==> src/rtl/icache_pkg.sv <==
`default_nettype none
// ============================================================================
//  Module      : icache_pkg
//  Description : Shared types for the instruction cache. It provides the
//                word type, the cache FSM state encoding and a saturating
//                increment helper used by the performance counters.
//  Revision    : 1.0 - initial release
// ============================================================================
package icache_pkg;

  localparam int WORD_W = 32;

  typedef logic [WORD_W-1:0] word_t;

  typedef enum logic [0:0] {
    IDLE = 1'b0,
    MISS = 1'b1
  } icache_state_t;

  // Stops counting at all-ones so that long runs never wrap.
  function automatic word_t sat_inc(input word_t v);
    return (v == '1) ? v : v + word_t'(1);
  endfunction

endpackage
`default_nettype wire

==> src/rtl/icache.sv <==
`default_nettype none
// ============================================================================
//  Module      : icache
//  Description : Direct-mapped, read-only, one-word-per-frame instruction
//                cache. Hits are served combinationally. Misses are fetched
//                from the memory controller through an IDLE/MISS FSM.
//                Saturating hit and miss counters are provided.
//  Ports       : CLK, RST          clock, synchronous active-high reset
//                imemREN/imemaddr  fetch request / byte address
//                imemload/ihit     instruction word / hit indication
//                iinval            invalidate all frames
//                iREN/iaddr        memory read request / word address
//                iload/iwait       memory read data / busy
//                hit_count         saturating count of hit cycles
//                miss_count        saturating count of misses
//  Revision    : 1.0 - initial release
// ============================================================================
module icache
  import icache_pkg::*;
#(
  parameter int SETS  = 16,
  parameter int IDX_W = $clog2(SETS)
) (
  input  logic        CLK,
  input  logic        RST,
  input  logic        imemREN,
  input  logic [31:0] imemaddr,
  output logic [31:0] imemload,
  output logic        ihit,
  input  logic        iinval,
  output logic        iREN,
  output logic [31:0] iaddr,
  input  logic [31:0] iload,
  input  logic        iwait,
  output logic [31:0] hit_count,
  output logic [31:0] miss_count
);

  localparam int TAG_W = 30 - IDX_W;

  typedef struct packed {
    logic [TAG_W-1:0] tag;
    logic [IDX_W-1:0] idx;
    logic [1:0]       bytoff;
  } icachef_t;

  // Frame storage: valid bits are reset, tag/data are not.
  logic [SETS-1:0]  valid_q;
  logic [TAG_W-1:0] tag_q  [SETS];
  word_t            data_q [SETS];

  icache_state_t state_q, state_d;
  logic [29:0]   miss_waddr_q;   // word address of the outstanding miss
  word_t         hit_count_q, miss_count_q;

  icachef_t req;
  icachef_t mreq;
  logic     tag_match;
  logic     hit_raw;
  logic     miss_start;
  logic     fill;
  logic     unused_bytoff;

  assign req           = icachef_t'(imemaddr);
  assign mreq          = icachef_t'({miss_waddr_q, 2'b00});
  assign unused_bytoff = ^{req.bytoff, mreq.bytoff};
  assign tag_match     = valid_q[req.idx] && (tag_q[req.idx] == req.tag);

  always_comb begin
    state_d    = state_q;
    hit_raw    = 1'b0;
    miss_start = 1'b0;
    fill       = 1'b0;
    imemload   = '0;
    iREN       = 1'b0;
    iaddr      = '0;
    if (!RST) begin
      case (state_q)
        IDLE: begin
          if (imemREN && tag_match) begin
            hit_raw  = 1'b1;
            imemload = data_q[req.idx];
          end else if (imemREN && !iinval) begin
            miss_start = 1'b1;
            state_d    = MISS;
          end
        end
        MISS: begin
          iREN  = 1'b1;
          iaddr = {miss_waddr_q, 2'b00};
          // Invalidate aborts the read outright, even if data arrives now.
          if (iinval) begin
            state_d = IDLE;
          end else if (!iwait) begin
            fill    = 1'b1;
            state_d = IDLE;
          end
        end
        default: state_d = IDLE;
      endcase
    end
  end

  assign ihit       = hit_raw;
  assign hit_count  = hit_count_q;
  assign miss_count = miss_count_q;

  always_ff @(posedge CLK) begin
    if (RST) begin
      state_q      <= IDLE;
      valid_q      <= '0;
      miss_waddr_q <= '0;
      hit_count_q  <= '0;
      miss_count_q <= '0;
    end else begin
      state_q <= state_d;
      if (iinval) begin
        valid_q <= '0;
      end else if (fill) begin
        valid_q[mreq.idx] <= 1'b1;
      end
      if (miss_start) begin
        miss_waddr_q <= imemaddr[31:2];
        miss_count_q <= sat_inc(miss_count_q);
      end
      if (hit_raw) begin
        hit_count_q <= sat_inc(hit_count_q);
      end
    end
  end

  // Tag/data arrays carry no reset; the valid bit guards their contents.
  always_ff @(posedge CLK) begin
    if (!RST && !iinval && fill) begin
      tag_q[mreq.idx]  <= mreq.tag;
      data_q[mreq.idx] <= iload;
    end
  end

endmodule
`default_nettype wire

==> config.mk <==
export PLATFORM = sky130hd
export DESIGN_NAME = icache
export DESIGN_NICKNAME = d
export VERILOG_FILES = /design/src/rtl/icache_pkg.sv /design/src/rtl/icache.sv
export SDC_FILE = /design/constraint.sdc
export NUM_CORES = 1
export LEC_CHECK = 0
export CORE_UTILIZATION = 34
export DETAILED_ROUTE_END_ITERATION = 16
export SLEW_MARGIN = 20
export SYNTH_ARGS = -nofsm -noshare
export SYNTH_HDL_FRONTEND = slang
export SYNTH_SLANG_ARGS = --single-unit
==> constraint.sdc <==
create_clock -name CLK -period 8.2 [get_ports CLK]
set_input_delay 2.05 -clock CLK [delete_from_list [all_inputs] [get_ports CLK]]
set_output_delay 2.05 -clock CLK [all_outputs]
set_load 0.01 [all_outputs]
# Word-level counts from Yosys, hierarchy flattened
# Memories as Yosys holds them, arrays and structs flattened.
# Cells that the tools add are included.
# totals
reg_bits,111
mem_bits_rw,928
in_bits,69
output_inout_bits,130
elab_cells,57
mem_count,2
# classes
addsub,2
magnitude_cmp,3
eq_ne,3
muxes,27
bitwise_logic,4
n_reduce_logical,11
# memory_table
name,depth,width,rd,rd_ports_with_merged_regs,write_ports,line,source
data_q,16,32,1,0,1,icache.sv:50,word_t data_q [SETS];
tag_q,16,26,1,0,1,icache.sv:49,logic [TAG_W-1:0] tag_q [SETS];
# op_table
operator,n
$mux W32,5
$add A32 B1 Y32 const B,2
$eq A32 B32 Y1 const B,2
$eq A26 B26 Y1,1
$mux W1,19
$or A16 B16 Y16,1
$lt A4 B5 Y1 const B,2
$logic_and A1 B1 Y1,6
$bmux W1 S4,1
$demux W1 S4,1
$ge A4 B1 Y1 const B,1
$reduce_and A2 Y1,2
$not A1 Y1,3
$logic_not A1 Y1,2
$pmux W1 S2,1
$reduce_or A2 Y1,1

# Logic depth before layout (Yosys ltp)
# depth
depth_word,8
ltp_mapped,16

# Least setup slack after synthesis
# OpenSTA, ideal clock, no wires.
# synth_path
path_type,input port to flip-flop
start,in RST
end,mem data_q[2][0] (netlist name) (enable)
setup_time_ns,0.548
t_arrival_ns,6.981
path_slack_ns,0.672
path_stages,5
cell_sequence,clkbuf_1 > nor2b_1 > nand2_1 > or4_1 > nor3_1
# synth_via
elab_chain_cells,5
elab_cells_between_ends,6
# synth_lines
element,line,source
from (decl),icache.sv:25,"input logic RST,"
$logic_not A1 Y1,icache.sv:134,if (!RST && !iinval && fill) begin
$logic_and A1 B1 Y1,icache.sv:134,
$logic_and A1 B1 Y1 *,icache.sv:134,
$mux W1 *,icache.sv:134,
$mux W1 (not written as such) *,icache.sv:136,data_q[mreq.idx] <= iload;
to (decl),icache.sv:50,
# Mark *: on every way between the ends. The rest lies on a longest branch, timed or not.

# Final worst setup path
# layout_path
start,in imemaddr[2]
end,out imemload[7]
# layout_via
elab_chain_cells,7
elab_cells_between_ends,10
# layout_lines
element,line,source
from (decl),icache.sv:27,"input logic [31:0] imemaddr,"
$mem_v2 Z16 W26 or $bmux W1 S4 (tied branches),--,
$eq A26 B26 Y1 or $mux W1 (tied branches),icache.sv:67,assign tag_match = valid_q[req.idx] && (tag_q[req.idx] == req.tag);
$logic_and A1 B1 Y1,icache.sv:67,
$logic_and A1 B1 Y1,icache.sv:80,if (imemREN && tag_match) begin
$mux W32 *,icache.sv:80,
$mux W32 *,icache.sv:78,case (state_q)
$mux W32 *,icache.sv:77,if (!RST) begin
to (decl),icache.sv:28,"output logic [31:0] imemload,"
# Mark *: on every way between the ends. The rest lies on a longest branch, timed or not. The select of a mux whose other input is x is not followed.

==> reports/qor.yml <==
outcome: "completed"
postCtsSetupRepairBufs: 0
synth_edf_count: 928
coreArea_sq_mm: 0.120
peakVddDrop_mv: 0.187
synth_flop_cell: "edfxtp_1"
place.port_buffers: 194
p_int_w: 0.00851
globalplace.congestion: 0.763
skew_ns: 0.0284
finalPower_w: 0.0108
worst_path_most_repeated_cell: "o2111ai_1"
hold_buffers: 0
antenna_found_initial: 19
drv_cap: 0
viasPerCell: 5.24
syn_avg_cell_area_sq_um: 19.4
cts_tree: "done"
cts_inserted_buffers: 102
initial_core_util: 0.343
cp-startpoint: "imemaddr[2]"
grt_max_degree: 82
muxShareOfSynthArea: 0.171
cpPeakStageDelay_ns: 0.60
pwr-share-clk: 0.424
synth_top_family_by_area: "multiplexers"
relSlewSlack: 0.313
clock.fmax_mhz: 127
cp_cell_sequence: "buf_8 > buf_4 > mux4_2 > nand4_1 > o2111ai_1 > a2111oi_0 > o2111ai_1 > and4b_1 > nand3_2 > buf_12 > nor2b_1 > clkdlybuf4s50_1"
yosys.area_share.simple: 0.0537
gr-total-overflow: 0
seqPwrFrac: 0.536
clock_sinks: 1039
rsz0062_at_grt: "no"
r2r_end: "hit_count[25]"
drv_slew: 0
reg2reg_from: "tag_q[7][16]"
post_cts_resized: 0
cts-root-buf: "clkbuf_16"
final_hold_viol_count: 0
power_density_mw_per_mm2: 222
drt_wl_total_mm: 100
drc: 0
wl_per_cell_um: 24.6
min_path_type: "register to register"
cts_buffer_depth: 3
critPathCapture: "imemload[7]"
grtUsageTotal: 0.163
period_share: 0.958
tightest_slew_ns: 1.03
power_frac_comb: 0.039
cp_slowest_cell: "clkdlybuf4s50_1"
cp.arrival_ns: 5.80
critPathRequiredTime_ns: 6.15
io-pin-count: 199
drtPass1Iterations: 5
setup_viol: 0
met3_usage: 0.0432
r2r_cells: 10
final_common_cell: "edfxtp_1"
final_nets: 2434
die_y_um: 350
crit_path_start_kind: "input port"
switching_share: 0.209
synthCells: 2116
met2_usage: 0.257
busiest_layer: "met2"
netlist-cell-type-count: 59
clk_pin_slew_ns: 0.06
drive_above_1_share: 0.209
area_delta_synth_final_pct: 18.0
switchingPower_w: 0.00225
rows: 127
final_cell_mix: "edfxtp_1 (928), mux4_2 (247), clkdlybuf4s50_1 (189), mux2i_1 (112), dfxtp_1 (111)"
synth_compound_area_frac: 0.0215
synthXorXnorAreaFrac: 0.00554
drt_iter0_markers: 2054
ant_nets: 0
syn_area_sq_mm: 0.0411
crit_type: "input port to output pin"
async_reset_ff_frac: 0
die_x_um: 350
end_kind: "output pin"
fin_crit_ns: 7.85
setup_tns_ns: 0
grt_pass1_vias: 21800
hpwl_mm: 56.2
cts_max_level: 3
p_leak_nw: 14.8
ys_ff_latch: 1039
die_area_sq_mm: 0.122
vias: 21300
grtUsageMet1: 0.227
synth_seq_area_share: 0.732
yosys_warnings: 0
r2r_slack_ns: 4.21
clk_latency_ns: 0.71
path_max_fanout: 45
synth_adder_area_share: 0.000609
grt_pass1_wl_mm: 146
[per-stage QoR]
step / worst slack (ns) / cells / util / hold slack [ns] / area [sq um]
6_report: 0.345 / 4064 / 0.404 / 0.462 / 48500
5_1_grt: 0.187 / 4061 / 0.404 / 0.483 / 48500
4_1_cts: 0.353 / 4060 / 0.404 / 0.462 / 48500
3_5_place_dp: 0.377 / 3870 / 0.377 / 0.448 / 45300
3_3_place_gp: 0.415 / 3869 / 0.377 / 0.441 / 45200
2_1_floorplan: 0.672 / 2117 / - / 0.435 / 41100
[synthesized netlist by cell type (15+ instances only)]
cell type | count | share of area
nor2b_1 | 70 | 0.011
nand4_1 | 25 | 0.0038
or3_1 | 20 | 0.0030
nand3_1 | 34 | 0.0041
o21ai_0 | 22 | 0.0027
mux2i_1 | 112 | 0.027
nor3_1 | 19 | 0.0023
a22oi_1 | 15 | 0.0027
and3_1 | 24 | 0.0037
mux2_2 | 28 | 0.0077
o21a_1 | 17 | 0.0031
nand2_1 | 37 | 0.0034
nor2_1 | 87 | 0.0079
and2_1 | 39 | 0.0059
edfxtp_1 | 928 | 0.68
dfxtp_1 | 111 | 0.054
buf_2 | 25 | 0.0030
buf_1 | 20 | 0.0018
mux4_2 | 247 | 0.14
a21oi_1 | 31 | 0.0038
clkbuf_1 | 53 | 0.0048
[power groups by stage]
stage                     sequential, W  combinational [W]  clock (W)
after floorplan                 0.00588           0.000271          0
after global placement          0.00588           0.000422          0
after detailed placement        0.00589           0.000430          0
after CTS                       0.00577           0.000432    0.00466
after global routing            0.00577           0.000456    0.00486
final                           0.00577           0.000425    0.00456
[registers in the layout (all words and copies together), names as in the netlist]
register,count
data_q,512
state_q,1
miss_waddr_q,30
hit_count,32
tag_q,416
miss_count,32
valid_q,16
[worst min-delay path by stage]
stage	start	slack [ns]	to	cells past startpoint
after floorplan	valid_q[10]	0.44	valid_q[10]	1
after global placement	valid_q[14]	0.44	valid_q[14]	1
after detailed placement	valid_q[6]	0.45	valid_q[6]	1
after CTS	valid_q[6]	0.46	valid_q[6]	1
after global routing	valid_q[0]	0.48	valid_q[0]	1
final	valid_q[6]	0.46	valid_q[6]	1
[cells by family (layout without fill, tap and decap cells)]
| family | count (synthesis) | count (layout) |
|---|---|---|
| DFF | 1039 | 1039 |
| AOI/OAI and AO/OA | 131 | 131 |
| other | 1 | 5 |
| buffers and inverters | 131 | 463 |
| adders and majority gates | 2 | 2 |
| and+or+nand+nor | 397 | 397 |
| muxes | 389 | 389 |
| xor gates and xnor gates | 26 | 26 |
[worst max-delay path, delay by kind of cell]
family                 cells  cell delay [ns]
buffers and inverters      4             1.46
and+or+nand+nor            4             0.87
muxes                      1             0.57
AOI/OAI and AO/OA          3             0.76
[routing by layer]
| metal | vias up | wire length [um] | share of wire |
|---|---|---|---|
| li1 | 9112 | - | - |
| met1 | 11300 | 43600 | 0.44 |
| met2 | 715 | 46900 | 0.47 |
| met3 | 149 | 7720 | 0.077 |
| met4 | 28 | 1690 | 0.017 |
| met5 | - | 193 | 0.0019 |
[cell type report]
cell class / instances / area (sq um)
Fill cell: 10600 / 71400
Clock buffer: 139 / 2720
Multi-Input combinational cell: 947 / 10500
Clock inverter: 51 / 523
Timing Repair Buffer: 264 / 2630
Sequential cell: 1039 / 30100
Inverter: 9 / 35.0
Antenna cell: 3 / 7.51
Tap cell: 1612 / 2020
Power figures use the tool's default switching activity.
